[config.mk]
export PLATFORM = sky130hd
export DESIGN_NAME = rom_sequencer_flat
export DESIGN_NICKNAME = d
export VERILOG_FILES = /design/src/rtl/vga_pkg.sv /design/src/rtl/rom_sequencer_if.sv /design/src/rtl/rom_sequencer.sv /design/src/flat_wrapper.sv
export SDC_FILE = /design/constraint.sdc
export NUM_CORES = 1
export LEC_CHECK = 0
export ABC_AREA = 1
export BUFFER_PORTS_ARGS = -buffer_cell sky130_fd_sc_hd__clkbuf_2
export CORE_MARGIN = 1
export CORE_UTILIZATION = 35
export CTS_CLUSTER_SIZE = 10
export DETAILED_ROUTE_END_ITERATION = 6
export SYNTH_ARGS = -nofsm -noshare
export SYNTH_HDL_FRONTEND = slang
export SYNTH_SLANG_ARGS = --single-unit
[constraint.sdc]
create_clock -name clk -period 1.45 [get_ports clk]
set_clock_uncertainty 0.1 [all_clocks]
set_input_delay 0.145 -clock clk [delete_from_list [all_inputs] [get_ports clk]]
set_output_delay 0.145 -clock clk [all_outputs]
set_load 0.01 [all_outputs]
[src/rtl/vga_pkg.sv]
// Opcode set and sequencer state encoding shared by the
// pattern ROM sequencer and any future pattern ROMs.
package vga_pkg;

  localparam logic [3:0] OP_CTRL  = 4'h0;
  localparam logic [3:0] OP_COLOR = 4'h1;
  localparam logic [3:0] OP_DRAW  = 4'h2;
  localparam logic [3:0] OP_SCALE = 4'hF;

  typedef enum logic [2:0] {
    ST_IDLE,
    ST_HDR_X,
    ST_HDR_Y,
    ST_EXEC,
    ST_DRAW,
    ST_DONE
  } state_t;

  // A zero scale would render nothing; treat it as unity.
  function automatic logic [3:0] scale_of(
    input logic [3:0] opr
  );
    return (opr == 4'h0) ? 4'h1 : opr;
  endfunction

endpackage

[src/rtl/rom_sequencer_if.sv]
// ROM address/data bus plus the draw-command
// valid/ready channel towards the renderer.
interface rom_sequencer_if #(
  parameter int ADDR_W = 4,
  parameter int DATA_W = 8
);

  logic [ADDR_W-1:0] rom_dir;
  logic [DATA_W-1:0] rom_data;
  logic              cmd_valid;
  logic              cmd_ready;
  logic [7:0]        cmd_x;
  logic [7:0]        cmd_y;
  logic [3:0]        cmd_seg;
  logic [3:0]        cmd_color;
  logic [3:0]        cmd_scale;

  modport master (
    output rom_dir,
    input  rom_data,
    output cmd_valid,
    input  cmd_ready,
    output cmd_x,
    output cmd_y,
    output cmd_seg,
    output cmd_color,
    output cmd_scale
  );

  modport slave (
    input  rom_dir,
    output rom_data,
    input  cmd_valid,
    output cmd_ready,
    input  cmd_x,
    input  cmd_y,
    input  cmd_seg,
    input  cmd_color,
    input  cmd_scale
  );

endinterface

[src/rtl/rom_sequencer.sv]
// Frame-synchronous walker of the test-pattern ROM:
// header (x, y) then opcodes, issuing draw commands.
module rom_sequencer
  import vga_pkg::*;
#(
  parameter int ADDR_W     = 4,
  parameter int DATA_W     = 8,
  parameter int START_ADDR = 0
) (
  input  logic            clk,
  input  logic            reset,
  input  logic            frame_start,
  rom_sequencer_if.master bus,
  output logic            busy,
  output logic            done,
  output logic            overrun
);

  localparam logic [ADDR_W-1:0] START =
    ADDR_W'(START_ADDR);

  state_t state_q, state_d;

  logic [ADDR_W-1:0] addr_q, addr_d;
  logic [7:0]        x_q, x_d;
  logic [7:0]        y_q, y_d;
  logic [3:0]        seg_q, seg_d;
  logic [3:0]        color_q, color_d;
  logic [3:0]        scale_q, scale_d;
  logic              ovr_q, ovr_d;

  logic [3:0]        opc;
  logic [3:0]        opr;
  logic              at_last;
  logic              is_end;
  logic              is_draw;
  logic              is_color;
  logic              is_scale;
  logic              step;
  logic              accept;
  logic [ADDR_W-1:0] addr_inc;

  assign opc      = bus.rom_data[DATA_W-1 -: 4];
  assign opr      = bus.rom_data[3:0];
  assign at_last  = &addr_q;
  assign addr_inc = addr_q + ADDR_W'(1);
  assign is_end   = (opc == OP_CTRL) &&
                    (opr == 4'h0);
  assign is_draw  = (opc == OP_DRAW);
  assign is_color = (opc == OP_COLOR);
  assign is_scale = (opc == OP_SCALE);
  assign accept   = bus.cmd_valid &&
                    bus.cmd_ready;
  // The address saturates at the top: no wrap.
  assign step     = !is_draw && !is_end &&
                    !at_last;

  always_ff @(posedge clk or posedge reset) begin
    if (reset) begin
      state_q <= ST_IDLE;
      addr_q  <= START;
      x_q     <= '0;
      y_q     <= '0;
      seg_q   <= '0;
      color_q <= '0;
      scale_q <= 4'h1;
      ovr_q   <= 1'b0;
    end else begin
      state_q <= state_d;
      addr_q  <= addr_d;
      x_q     <= x_d;
      y_q     <= y_d;
      seg_q   <= seg_d;
      color_q <= color_d;
      scale_q <= scale_d;
      ovr_q   <= ovr_d;
    end
  end

  always_comb begin
    state_d = state_q;
    unique case (state_q)
      ST_IDLE: begin
        if (frame_start) state_d = ST_HDR_X;
      end
      ST_HDR_X: state_d = ST_HDR_Y;
      ST_HDR_Y: begin
        state_d = at_last ? ST_DONE : ST_EXEC;
      end
      ST_EXEC: begin
        if (is_end)       state_d = ST_DONE;
        else if (is_draw) state_d = ST_DRAW;
        else if (at_last) state_d = ST_DONE;
        else              state_d = ST_EXEC;
      end
      ST_DRAW: begin
        if (accept) begin
          state_d = at_last ? ST_DONE : ST_EXEC;
        end
      end
      ST_DONE: state_d = ST_IDLE;
      default: state_d = ST_IDLE;
    endcase
  end

  always_comb begin
    addr_d  = addr_q;
    x_d     = x_q;
    y_d     = y_q;
    seg_d   = seg_q;
    color_d = color_q;
    scale_d = scale_q;
    ovr_d   = ovr_q ||
              (frame_start && state_q != ST_IDLE);
    unique case (state_q)
      ST_IDLE: begin
        if (frame_start) begin
          addr_d  = START;
          color_d = '0;
          scale_d = 4'h1;
        end
      end
      ST_HDR_X: begin
        x_d = bus.rom_data[7:0];
        if (!at_last) addr_d = addr_inc;
      end
      ST_HDR_Y: begin
        y_d = bus.rom_data[7:0];
        if (!at_last) addr_d = addr_inc;
      end
      ST_EXEC: begin
        unique case (1'b1)
          is_color: color_d = opr;
          is_scale: scale_d = scale_of(opr);
          is_draw:  seg_d   = opr;
          default:  ;
        endcase
        if (step) addr_d = addr_inc;
      end
      ST_DRAW: begin
        if (accept && !at_last) addr_d = addr_inc;
      end
      default: ;
    endcase
  end

  always_comb begin
    busy          = 1'b0;
    done          = 1'b0;
    bus.cmd_valid = 1'b0;
    unique case (state_q)
      ST_HDR_X, ST_HDR_Y, ST_EXEC: busy = 1'b1;
      ST_DRAW: begin
        busy          = 1'b1;
        bus.cmd_valid = 1'b1;
      end
      ST_DONE: done = 1'b1;
      default: ;
    endcase
  end

  assign bus.rom_dir   = addr_q;
  assign bus.cmd_x     = x_q;
  assign bus.cmd_y     = y_q;
  assign bus.cmd_seg   = seg_q;
  assign bus.cmd_color = color_q;
  assign bus.cmd_scale = scale_q;
  assign overrun       = ovr_q;

endmodule

[src/flat_wrapper.sv]
// flat-port wrapper written by rule: the top's interface ports become plain ports
module rom_sequencer_flat import vga_pkg::*;
#(
  parameter int ADDR_W     = 4,
  parameter int DATA_W     = 8,
  parameter int START_ADDR = 0
)
  (clk, reset, frame_start, busy, done, overrun, bus_rom_dir, bus_rom_data, bus_cmd_valid, bus_cmd_ready, bus_cmd_x, bus_cmd_y, bus_cmd_seg, bus_cmd_color, bus_cmd_scale);
  rom_sequencer_if #(.ADDR_W(ADDR_W), .DATA_W(DATA_W)) bus_i ();
  input  logic clk;
  input  logic reset;
  input  logic frame_start;
  output logic busy;
  output logic done;
  output logic overrun;
  output wire logic [$bits(bus_i.rom_dir)-1:0] bus_rom_dir;
  input wire logic [$bits(bus_i.rom_data)-1:0] bus_rom_data;
  output wire logic [$bits(bus_i.cmd_valid)-1:0] bus_cmd_valid;
  input wire logic [$bits(bus_i.cmd_ready)-1:0] bus_cmd_ready;
  output wire logic [$bits(bus_i.cmd_x)-1:0] bus_cmd_x;
  output wire logic [$bits(bus_i.cmd_y)-1:0] bus_cmd_y;
  output wire logic [$bits(bus_i.cmd_seg)-1:0] bus_cmd_seg;
  output wire logic [$bits(bus_i.cmd_color)-1:0] bus_cmd_color;
  output wire logic [$bits(bus_i.cmd_scale)-1:0] bus_cmd_scale;
  assign bus_rom_dir = bus_i.rom_dir;
  assign bus_i.rom_data = bus_rom_data;
  assign bus_cmd_valid = bus_i.cmd_valid;
  assign bus_i.cmd_ready = bus_cmd_ready;
  assign bus_cmd_x = bus_i.cmd_x;
  assign bus_cmd_y = bus_i.cmd_y;
  assign bus_cmd_seg = bus_i.cmd_seg;
  assign bus_cmd_color = bus_i.cmd_color;
  assign bus_cmd_scale = bus_i.cmd_scale;
  rom_sequencer #(.ADDR_W(ADDR_W), .DATA_W(DATA_W), .START_ADDR(START_ADDR)) u_core (.clk(clk), .reset(reset), .frame_start(frame_start), .bus(bus_i), .busy(busy), .done(done), .overrun(overrun));
endmodule
## Yosys cells after proc, flatten, opt, wreduce, memory -nomap -nowiden

Index checks and enable logic that the tools add are counted.

- ROM bits: 0
- Memories kept: 0
- Register bits after elaboration: 36
- Bits of input ports: 12
- Bits in latches: 0
- RAM bits: 0
- Output and inout bits: 36

- Multiply operators: 0
- Muxes and demuxes: 20
- Shift operators: 0
- Reduce and logical (&&, ||, !) cells: 24
- Divide/modulo/power cells: 0
- Magnitude comparators: 0
- Equal/unequal tests: 15
- Bitwise logic cells: 0
- Add/sub/neg operators: 1

Operators with widths:

| cell | count |
|---|---|
| 4-bit 2-to-1 mux | 8 |
| 4-bit one-hot mux with 2 select lines | 2 |
| 4-bit one-hot mux with 4 select lines | 1 |
| 3-bit 2-to-1 mux | 5 |
| 3-bit one-hot mux with 5 select lines | 1 |
| 2-bit by 1-bit inequality test with 1-bit output (second input constant) | 5 |
| 4-bit zero test | 2 |
| 3-bit by 2-bit == test with 1-bit output (second input constant) | 2 |
| 3-bit == test (second input constant) | 2 |
| 1-bit logical AND | 6 |
| 3-bit AND reduction | 2 |
| 5-bit AND reduction | 1 |
| 4-bit by 1-bit adder with 4-bit output (second input constant) | 1 |
| 4-bit by 1-bit == test with 1-bit output (second input constant) | 1 |
| 4-bit by 2-bit == test with 1-bit output (second input constant) | 1 |
| 4-bit == test (second input constant) | 1 |
| 2-bit inequality test (second input constant) | 2 |
| 2-bit AND reduction | 2 |
| 4-bit AND reduction | 1 |
| 4-bit nonzero test | 1 |
| 4-bit OR reduction | 1 |
| 3-bit by 1-bit == test with 1-bit output (second input constant) | 1 |
| 1-bit zero test | 3 |
| 3-bit zero test | 1 |
| other kinds (5) | 7 |

## Depth between registers and ports, before layout

Gate-level depths: netlist of run 1.

- Word-level depth: 7
- Mapped depth: 9
- Depth with buffers taken out: 9

## Worst setup path after synthesis of run 1

Ideal clock, no wire load.

- Path kind: register to register
- Start point: reg u_core.addr_q[0] (netlist: u_core.bus.rom_dir[0])
- End point: reg u_core.addr_q[0] (netlist: u_core.bus.rom_dir[0])
- Clock period less this slack: 1.507 ns
- Slack: -0.057 ns
- Cell stages (with the launch flop): 10
- Data required time: 1.233 ns
- Library setup time: 0.117 ns
- Data arrival time: 1.290 ns
- Buffers on the path: 0
- Cells stage by stage: dfrtp_1 > ha_1 > nand2_1 > nor2_1 > inv_1 > nand2_1 > a21oi_4 > nand2_2 > nand2_1 > nand2_1

- Longest elaborated chain between the ends: 5
- Elaborated cells between the ends (all ways): 13
- Classes of those cells: add/sub: 1; eq/ne: 3; mux: 4; reduce/logical: 5

RTL lines:

| item | RTL line | text |
|---|---|---|
| from (decl) | rom_sequencer.sv:24 | `logic [ADDR_W-1:0] addr_q, addr_d;` |
| from (signal assigned) | rom_sequencer.sv:70 | `addr_q <= addr_d;` |
| parallel branches: the longest is 5 deep, another holds 4-bit by 1-bit adder with 4-bit output | - |  |

Parallel ways; which one is timed is not known. The select of a mux whose other input is x is not followed.
A chain may end at the register's enable or synchronous reset.

## Final worst setup path of run 1

- Start point: reg u_core.state_q[1]
- End point: out busy

- Longest elaborated chain between the ends: 3
- Elaborated cells between the ends (all ways): 6
- Classes of those cells: eq/ne: 4; mux: 1; reduce/logical: 1

RTL lines:

| item | RTL line | text |
|---|---|---|
| from (decl) | rom_sequencer.sv:22 | `state_t state_q, state_d;` |
| from (signal assigned) | rom_sequencer.sv:69 | `state_q <= state_d;` |
| 3-bit by 1-bit == test with 1-bit output (tied with other cells) | rom_sequencer.sv:151 | `unique case (state_q)` |
| 4-bit OR reduction (no line) (*) | - |  |
| 1-bit 2-to-1 mux (*) | rom_sequencer.sv:151 |  |
| to (decl) | flat_wrapper.sv:13 | `output logic busy;` |

Every way passes the cells marked *; elsewhere a longest branch is shown, timed or not.

==> qor.csv, run 1 <==
metric;value;unit
outcome;complete, but fails checks;
violated checks;setup timing;
Setup crit end kind;primary output;
TritonCTS buffer count;5;
critical path's most frequent cell;nor2_4;
TritonCTS clock tree;built;
ys async rst share;1.00;
Max Cap Viol;0;
Fin. Hold Viols;0;
All-Layer GR Usage;0.171;
RSZ-0062 raised after global routing;true;
Pleak;1.27;nW
Core ar.;0.00441;mm²
Pwr Total;5.14;mW
Post-synth top flop;dfrtp_1;
maximum buffer depth of the clock tree;2;
Die Ht;70.4;µm
Worst Hold Class;primary input to flip-flop;
die area;0.00496;mm²
post-route insts no fill;329;
via count;1563;
Initial Utilization;0.371;
H-tree lvl count;2;
Layout area overhead;45.5;%
# fillers;402;
synthesized area per cell;8.36;µm²
slowest CP cell;dfrtp_2;
Post-Syn Instances;196;
largest net degree at the start of global routing;37;
Ports;48;
chip width;70.4;µm
Final #Nets;289;
initial antenna violation count;0;
Worst Setup Slack post-DPL;-0.118;ns
Post-Syn Area;0.00164;mm²
Worst R2R Path Depth;8;
Post-Route WL;4.13;mm
floorplan row count;24;
depth of the worst hold-timing path;3;
detailed-route DRC error count;0;
Sink Count;36;
CTS Root Cell;clkbuf_8;
CP cell instances;nor2_4, nand2_2, inv_2, nor2_4, inv_1, buf_2;
Synth area leader;dfrtp_1;
WP data arrival;1.25;ns
actual slew at the worst max-slew pin;0.276;ns
CP max FO;3;
register area share after synthesis;0.550;
worst endpoint required time;1.21;ns
yosys warns;0;
first-pass GRT wire length;6.52;mm
post-route setup slack;-0.0414;ns
# diodes;0;
Yosys cell types;20;
WL per Instance;12.5;µm
CP peak stage delay;0.44;ns
post-route ant nets;0;
crit share post-route;1.03;
maximum clock rate;671;MHz
port buffer count;47;
Final Util;0.540;
share of layout cells above drive strength 1;0.433;
Yosys reg bits;36;
drt pass-1 iters;4;
Final Critical Period;1.49;ns
DR vias/cell;4.75;
grt ovf;0;
Yosys top cell area share;0.534;
Cells after DPL;309;
power per cell area;2160;mW/mm²
Setup Viol. Count Final;8;
final slew viol count;0;
syn_nets;209;
Post-synth EDFFs;0;
VDD IR-drop max;918;µV
clk_lat worst skew;0.28;ns
top post-synthesis cells by area;dfrtp_1 53%, nand2_1 12%, o21ai_0 7.9%;
Detailed Place HPWL;2.89;mm
WHS;0.0426;ns
kind of critical path;flip-flop to primary output;
vias in the first global route;1439;
CP startpoint kind;flip-flop;
Clock Pin Slew Worst Setup and Hold Paths;0.07;ns
First DRT Iteration DRCs;82;
max-slew headroom at the worst pin;0.816;
Routability Congestion;0.781;
==> layout by cell type, fill, tap and decap left out, drive strengths merged <==
cell type and instances:
dfrtp 35, nor3 4, a21oi 6, a31oi 1
nand3 13, dlygate4sd3 2, ha 1, o21ai 26
clkbuf 51, buf 29, nor2 23, clkinv 1
dfstp 1, nand2 57, a21o 1, inv 25
a211oi 1
==> sequential cells by signal (all words and copies together), names as in the netlist <==
| name | cells |
|---|---|
| u_core.bus.cmd_x | 8 |
| u_core.bus.cmd_color | 4 |
| u_core.bus.cmd_y | 8 |
| u_core.bus.cmd_seg | 4 |
| u_core.state_q | 3 |
| u_core.bus.cmd_scale | 4 |
| u_core.overrun | 1 |
| u_core.bus.rom_dir | 4 |
==> worst paths after layout <==
kind | startpoint | slack, ns | end
min in group asynchronous | reset | 0.34 | u_core.bus.rom_dir[3]
worst max register to register | u_core.state_q[0] | -0.04 | u_core.bus.rom_dir[1]
worst max-delay path | u_core.state_q[1] | -0.04 | busy
max in group asynchronous | reset | 0.66 | u_core.bus.cmd_scale[0]
worst min-delay path | bus_rom_data[0] | 0.04 | u_core.bus.cmd_color[0]
worst min register to register | u_core.overrun | 0.36 | u_core.overrun
==> cells by family after synthesis <==
family | synth area share
buffers and inverters | 0.0618
AOI/OAI and AO/OA | 0.118
adders and majority gates | 0.00763
and+or+nand+nor | 0.263
DFF | 0.550
==> Yosys cell counts, types with 2 or more instances <==
cell and instances:
inv_2 2, nand2_2 5, nand3_1 9, dfrtp_1 35, inv_1 23, o21ai_0 26
a21oi_1 5, nor3_1 4, nor2_1 20, nand3_2 4, nor2_2 2, nand2_1 52
clkbuf_1 2
==> routing by layer <==
metal  track usage  wire length (µm)  vias up
met5             0                 0        -
met4        0.0711                83        0
li1              -                 -      782
met2         0.281              2090       42
met1         0.210              1790      729
met3        0.0447               165       10
==> repair_timing <==
item                       in CTS  in global routing
setup endpoints to repair      10                 20
gates resized for setup        16                 28
pin swaps                       9                 12
hold endpoints to repair       36                  0
buffers inserted                5                  5
hold buffers                    2                  0
==> critical path: cells and delay by family, from the launching register on <==
kind,cells,cell delay [ns]
flip-flops,1,0.44
AND/OR/NAND/NOR,3,0.27
buffers and inverters,3,0.25
==> report_power, final <==
group	internal [mW]	switching, mW
combinational	1.16	1.55
clock	0.337	0.343
sequential	1.48	0.268
==> metrics by stage <==
step | instance area (µm²) | setup TNS [ns]
detailed placement | 2070 | -0.365
CTS | 2250 | -0.109
floorplan | 1640 | 0
global route | 2380 | -1.16
global placement | 2070 | -0.346
finish | 2380 | -0.179
==> area by class of cell <==
class	count	area, µm²	share of cell area
Inverter	25	93.8	0.0393
Clock buffer	7	76.3	0.0320
Timing Repair Buffer	75	500	0.210
Sequential cell	36	905	0.379
Multi-Input combinational cell	133	739	0.310
Clock inverter	1	5.00	0.00210
Tap cell	52	65.1	0.0273
Power figures use the tool's default switching activity.
==> run 2, diff against run 1 <==
- MAX_ROUTING_LAYER: not set -> met4
==> run 2 against run 1 <==
The run still ends with setup timing left. Non-clock buffer count did not move. Clock power barely moved. Critical path depth did not move.
==> qor.csv, run 2 (synthesized netlist as in run 1, its figures left out) <==
metric;value;unit;change
outcome;complete, but fails checks;;
violated checks;setup timing;;
VDD IR-drop max;918;µV;about the same
CP startpoint kind;flip-flop;;
Initial Utilization;0.371;;unchanged
port buffer count;47;;unchanged
CP bufs+invs;3;;unchanged
Layout area overhead;45.5;%;unchanged
kind of critical path;flip-flop to primary output;;
Core ar.;0.00441;mm²;unchanged
CP cell instances;nor2_4, nand2_2, inv_2, nor2_4, inv_1, buf_2;;
critical path's most frequent cell;nor2_4;;
RSZ-0062 raised after global routing;true;;
# diodes;0;;unchanged
Die Ht;70.4;µm;unchanged
Pleak;1.27;nW;unchanged
H-tree lvl count;2;;unchanged
largest net degree at the start of global routing;37;;unchanged
floorplan row count;24;;unchanged
WL per Instance;12.5;µm;-0.51%
via count;1546;;-1.1%
Sink Count;36;;unchanged
setup TNS;-0.141;ns;+0.0388 ns
Final Critical Period;1.49;ns;-0.00475 ns
M1 WL;1.79;mm;about the same
Post-Route WL;4.11;mm;-0.51%
chip width;70.4;µm;unchanged
CP peak stage delay;0.44;ns;about the same
max-slew headroom at the worst pin;0.816;;about the same
post-route insts no fill;329;;unchanged
power per cell area;2150;mW/mm²;about the same
actual slew at the worst max-slew pin;0.276;ns;-0.000132 ns
Fin. Hold Viols;0;;unchanged
area occupied by multi-input gates;739;µm²;unchanged
FF/Latch Area;905;µm²;unchanged
crit share post-route;1.03;;-0.00327
First DRT Iteration DRCs;81;;-1.2%
detailed-route DRC error count;0;;unchanged
met2 routed WL;2.08;mm;-0.38%
Ports;48;;unchanged
Worst Hold Class;primary input to flip-flop;;
top sig layer;met4;;
worst endpoint required time;1.21;ns;about the same
Setup Viol. Count Final;7;;-1
Max Cap Viol;0;;unchanged
CP max FO;3;;unchanged
cell family with most CP delay;flip-flops;;
Detailed Place HPWL;2.89;mm;unchanged
clk_lat worst skew;0.28;ns;about the same
met3 WL;151;µm;-8.5%
TritonCTS buffer count;5;;unchanged
commonest non-fill, non-tap cell in the layout;clkbuf_2;;
post-route ant nets;0;;unchanged
Routability Congestion;0.792;;+1.4%
maximum clock rate;673;MHz;+0.32%
Final #Nets;289;;unchanged
slowest CP cell;dfrtp_2;;
most frequent cells in the layout;44 x clkbuf_2, 43 x nand2_1, 33 x dfrtp_1, 23 x o21ai_0, 20 x buf_4;;
maximum buffer depth of the clock tree;2;;unchanged
placed inst area;0.00207;mm²;unchanged
first-pass GRT wire length;6.52;mm;unchanged
WP data arrival;1.24;ns;about the same
final slew viol count;0;;unchanged
Clock Pin Slew Worst Setup and Hold Paths;0.07;ns;about the same
Final Util;0.540;;unchanged
initial antenna violation count;0;;unchanged
share of layout cells above drive strength 1;0.433;;unchanged
FF-to-FF setup slack;-0.03;ns;about the same
Setup crit end kind;primary output;;
TritonCTS clock tree;built;;
post-route setup slack;-0.0366;ns;+0.00475 ns
# fillers;402;;unchanged
die area;0.00496;mm²;unchanged
grt ovf;0;;unchanged
Cells after DPL;309;;unchanged
CTS Root Cell;clkbuf_8;;
All-Layer GR Usage;0.175;;+0.00485
WHS;0.0432;ns;+0.000525 ns
DR vias/cell;4.70;;-1.1%
vias in the first global route;1439;;unchanged
drt pass-1 iters;4;;unchanged
post-route cell area;0.00238;mm²;unchanged
run 2: cell counts in the layout (fill, tap and decap cells not counted):
Identical to the previous run, type by type.
run 2: per-stage QoR:
stage	setup slack, ns	total power [mW]
6_report	-0.0366	5.14
5_1_grt	-0.106	5.56
4_1_cts	-0.0297	4.87
3_5_place_dp	-0.118	4.06
3_3_place_gp	-0.116	4.02
2_1_floorplan	0.00538	3.09
run 2: final timing paths:
kind                                   start                       to  cells past startpoint
max                        u_core.state_q[1]                     busy                      6
min                          bus_rom_data[0]  u_core.bus.cmd_color[0]                      3
max in group asynchronous              reset  u_core.bus.cmd_scale[0]                      4
min reg2reg                   u_core.overrun           u_core.overrun                      1
min in group asynchronous              reset    u_core.bus.rom_dir[3]                      4
max reg2reg                u_core.state_q[0]    u_core.bus.rom_dir[1]                      8
run 2: what timing repair did:
action                                  CTS  global route
endpoints found under the setup margin   10            20
endpoints found under the hold margin    36             0
hold buffers                              2             0
resized for setup                        16            28
pin swaps                                 9            12
buffers inserted                          5             5
run 2: layout make-up:
class	count	share of cell area
clock buffers	7	0.0320
clock inverters	1	0.00210
inverters	25	0.0393
multi-input cells	133	0.310
flip-flops and latches	36	0.379
well taps	52	0.0273
repair buffers	75	0.210
run 2: power by group:
part / internal [mW] / total (mW) / switching [mW]
combinational: 1.16 / 2.71 / 1.55
sequential: 1.48 / 1.75 / 0.268
clock: 0.337 / 0.678 / 0.341
total: 2.98 / 5.14 / 2.16
run 2: per-layer routing:
layer | GRT usage | vias up
li1 | - | 781
met1 | 0.210 | 713
met2 | 0.281 | 42
met3 | 0.0447 | 10
met4 | 0.0711 | 0
met5 | - | -
run 2: worst register-to-register path: stages (launching register included):
cell     delay [ns]
dfrtp_1        0.39
buf_4          0.16
inv_2          0.05
nand3_2        0.10
nand3_2        0.12
a21oi_4        0.24
nand2_4        0.10
nand2_2        0.08
nand2_2        0.04
==> run 3, diff against run 2 <==
- PLACE_DENSITY_LB_ADDON: not set -> 0.1
==> run 3 against run 2 <==
The flow still finishes with violations (setup timing). First-iteration DRC count is 7.4% higher. Cell count is 0.30% lower. Highest routed layer unchanged. Sequential power hardly changed. Largest power group unchanged. Wire length is 1.9% lower. Fmax is 2.6% lower. Critical path depth stayed put. Die area stayed put. Global-route usage is 0.55 points higher. Clock power is 15% higher. Design area is 1.5% lower.
==> qor.csv, run 3 (synthesized netlist as in run 1, its figures left out) <==
metric;value;unit;change
Ports;48;;unchanged
Switch Pwr;2.10;mW;-2.9%
Cells after DPL;311;;+0.65%
chip width;70.4;µm;unchanged
Die Ht;70.4;µm;unchanged
post-route cell area;0.00235;mm²;-1.5%
Final Critical Period;1.53;ns;+0.0401 ns
port buffer count;47;;unchanged
Sw Ratio;0.410;;-0.0101
actual slew at the worst max-slew pin;0.304;ns;+0.0285 ns
CP startpoint kind;flip-flop;;
Gate power share;0.506;;-0.022
Routability Congestion;0.774;;-2.2%
VDD IR-drop max;888;µV;-3.3%
Sink Count;36;;unchanged
detailed-route DRC error count;0;;unchanged
WHS;0.0377;ns;-0.00550 ns
first-pass GRT wire length;6.82;mm;+4.6%
violated checks;setup timing;;
power per cell area;2170;mW/mm²;+0.99%
most frequent cells in the layout;47 x nand2_1, 45 x clkbuf_2, 35 x dfrtp_1, 22 x inv_1, 22 x buf_4;;
Clk pwr share;0.153;;+0.021
die area;0.00496;mm²;unchanged
area occupied by multi-input gates;709;µm²;-4.1%
Clock Pin Slew Worst Setup and Hold Paths;0.07;ns;about the same
kind of critical path;flip-flop to primary output;;
max-slew headroom at the worst pin;0.797;;-0.0191
final slew viol count;0;;unchanged
Layout area overhead;43.4;%;
share of layout cells above drive strength 1;0.395;;-0.0383
Worst Hold Class;primary input to flip-flop;;
crit share post-route;1.05;;+0.0277
clk_lat worst skew;0.29;ns;about the same
via count;1543;;-0.19%
Internal Pwr Total;3.01;mW;+1.2%
# fillers;429;;+6.7%
maximum buffer depth of the clock tree;2;;unchanged
DR vias/cell;4.70;;+0.11%
RSZ-0062 raised after global routing;true;;
largest net degree at the start of global routing;37;;unchanged
worst endpoint required time;1.21;ns;about the same
post-route setup slack;-0.0767;ns;-0.0401 ns
WP data arrival;1.28;ns;+0.04 ns
register share of total power;0.340;;about the same
post-route insts no fill;328;;-0.30%
Post-Route WL;4.03;mm;-1.9%
post-route ant nets;0;;unchanged
Worst Setup Slack post-DPL;-0.0420;ns;+0.0762 ns
Max Cap Viol;0;;unchanged
Pleak;1.25;nW;-0.94%
TritonCTS buffer count;5;;unchanged
vias in the first global route;1528;;+6.2%
Initial Utilization;0.371;;unchanged
CTS Root Cell;clkbuf_8;;
drt pass-1 iters;4;;unchanged
floorplan row count;24;;unchanged
maximum clock rate;655;MHz;-2.6%
commonest non-fill, non-tap cell in the layout;nand2_1;;
outcome;complete, but fails checks;;
First DRT Iteration DRCs;87;;+7.4%
Detailed Place HPWL;2.80;mm;-3.2%
Final #Nets;289;;unchanged
grt ovf;0;;unchanged
placed inst area;0.00208;mm²;+0.73%
initial antenna violation count;0;;unchanged
TritonCTS clock tree;built;;
Core ar.;0.00441;mm²;unchanged
H-tree lvl count;2;;unchanged
Setup Viol. Count Final;12;;+5
Final Util;0.532;;-0.00794
FF/Latch Area;902;µm²;-0.28%
All-Layer GR Usage;0.181;;+0.00554
CP max FO;5;;+2
# diodes;0;;unchanged
WL per Instance;12.3;µm;-1.6%
Fin. Hold Viols;0;;unchanged
Setup crit end kind;primary output;;
## run 3: cell types whose count changed in the layout (fill, tap and decap cells not counted), moves of 2 or more
| cell | previous run | this run |
|---|---|---|
| inv_1 | 19 | 22 |
| inv_2 | 6 | 2 |
| clkbuf_1 | 2 | 0 |
| clkbuf_8 | 5 | 7 |
| o21ai_1 | 1 | 4 |
| nand3_2 | 5 | 3 |
| buf_4 | 20 | 22 |
| nand2_2 | 9 | 7 |
| dfrtp_1 | 33 | 35 |
| nand2_1 | 43 | 47 |
| dfrtp_2 | 2 | 0 |
| o21ai_0 | 23 | 21 |
| nand2_4 | 5 | 3 |
## run 3: timing repair
action / CTS / global route
pin swaps: 7 / 9
setup buffers: 6 / 2
setup endpoints to repair: 10 / 21
hold buffers: 2 / 0
hold endpoints to repair: 36 / 0
gates cloned: 0 / 0
resized for setup: 12 / 18
## run 3: power by group through the flow
stage / clock network [mW] / logic (mW) / registers [mW]
after floorplan: 0 / 1.13 / 1.96
after global placement: 0 / 2.31 / 1.74
after detailed placement: 0 / 2.31 / 1.75
after CTS: 0.800 / 2.45 / 1.75
after global routing: 0.839 / 2.92 / 1.80
final: 0.782 / 2.59 / 1.74
## run 3: per-stage QoR
stage	TNS, ns	total power, mW
2_1_floorplan	0	3.09
5_1_grt	-2.14	5.56
3_5_place_dp	-0.215	4.06
6_report	-0.514	5.11
3_3_place_gp	-0.474	4.06
4_1_cts	-0.368	5.00
## run 3: path summary, 6_finish.rpt
kind / from / endpoint / slack [ns] / cells after the start
hold / removal: bus_rom_data[0] / u_core.bus.cmd_color[0] / 0.04 / 3
setup / recovery: u_core.state_q[1] / busy / -0.08 / 6
setup reg to reg: u_core.state_q[2] / u_core.bus.rom_dir[3] / -0.07 / 7
min in group asynchronous: reset / u_core.bus.rom_dir[3] / 0.34 / 4
max in group asynchronous: reset / u_core.bus.cmd_scale[0] / 0.67 / 4
hold reg to reg: u_core.overrun / u_core.overrun / 0.36 / 1
## run 3: cell type report
class                   count  area share
inverters                  25      0.0410
repair buffers             75       0.204
multi-input cells         133       0.302
clock buffers               7      0.0410
well taps                  52      0.0277
flip-flops and latches     36       0.384
## run 3: worst max-delay path, cell delays in order (launching register included)
cell     delay [ns]
dfrtp_1        0.43
nor2_4         0.17
nand2_2        0.11
inv_4          0.08
nor2_4         0.04
inv_1          0.04
buf_2          0.11
## run 3: layer usage
layer	GRT usage	up-vias	part of all wire
li1	-	780	-
met5	-	-	0
met1	0.225	723	0.45
met2	0.286	34	0.50
met4	0.0711	0	0.015
met3	0.0404	6	0.036
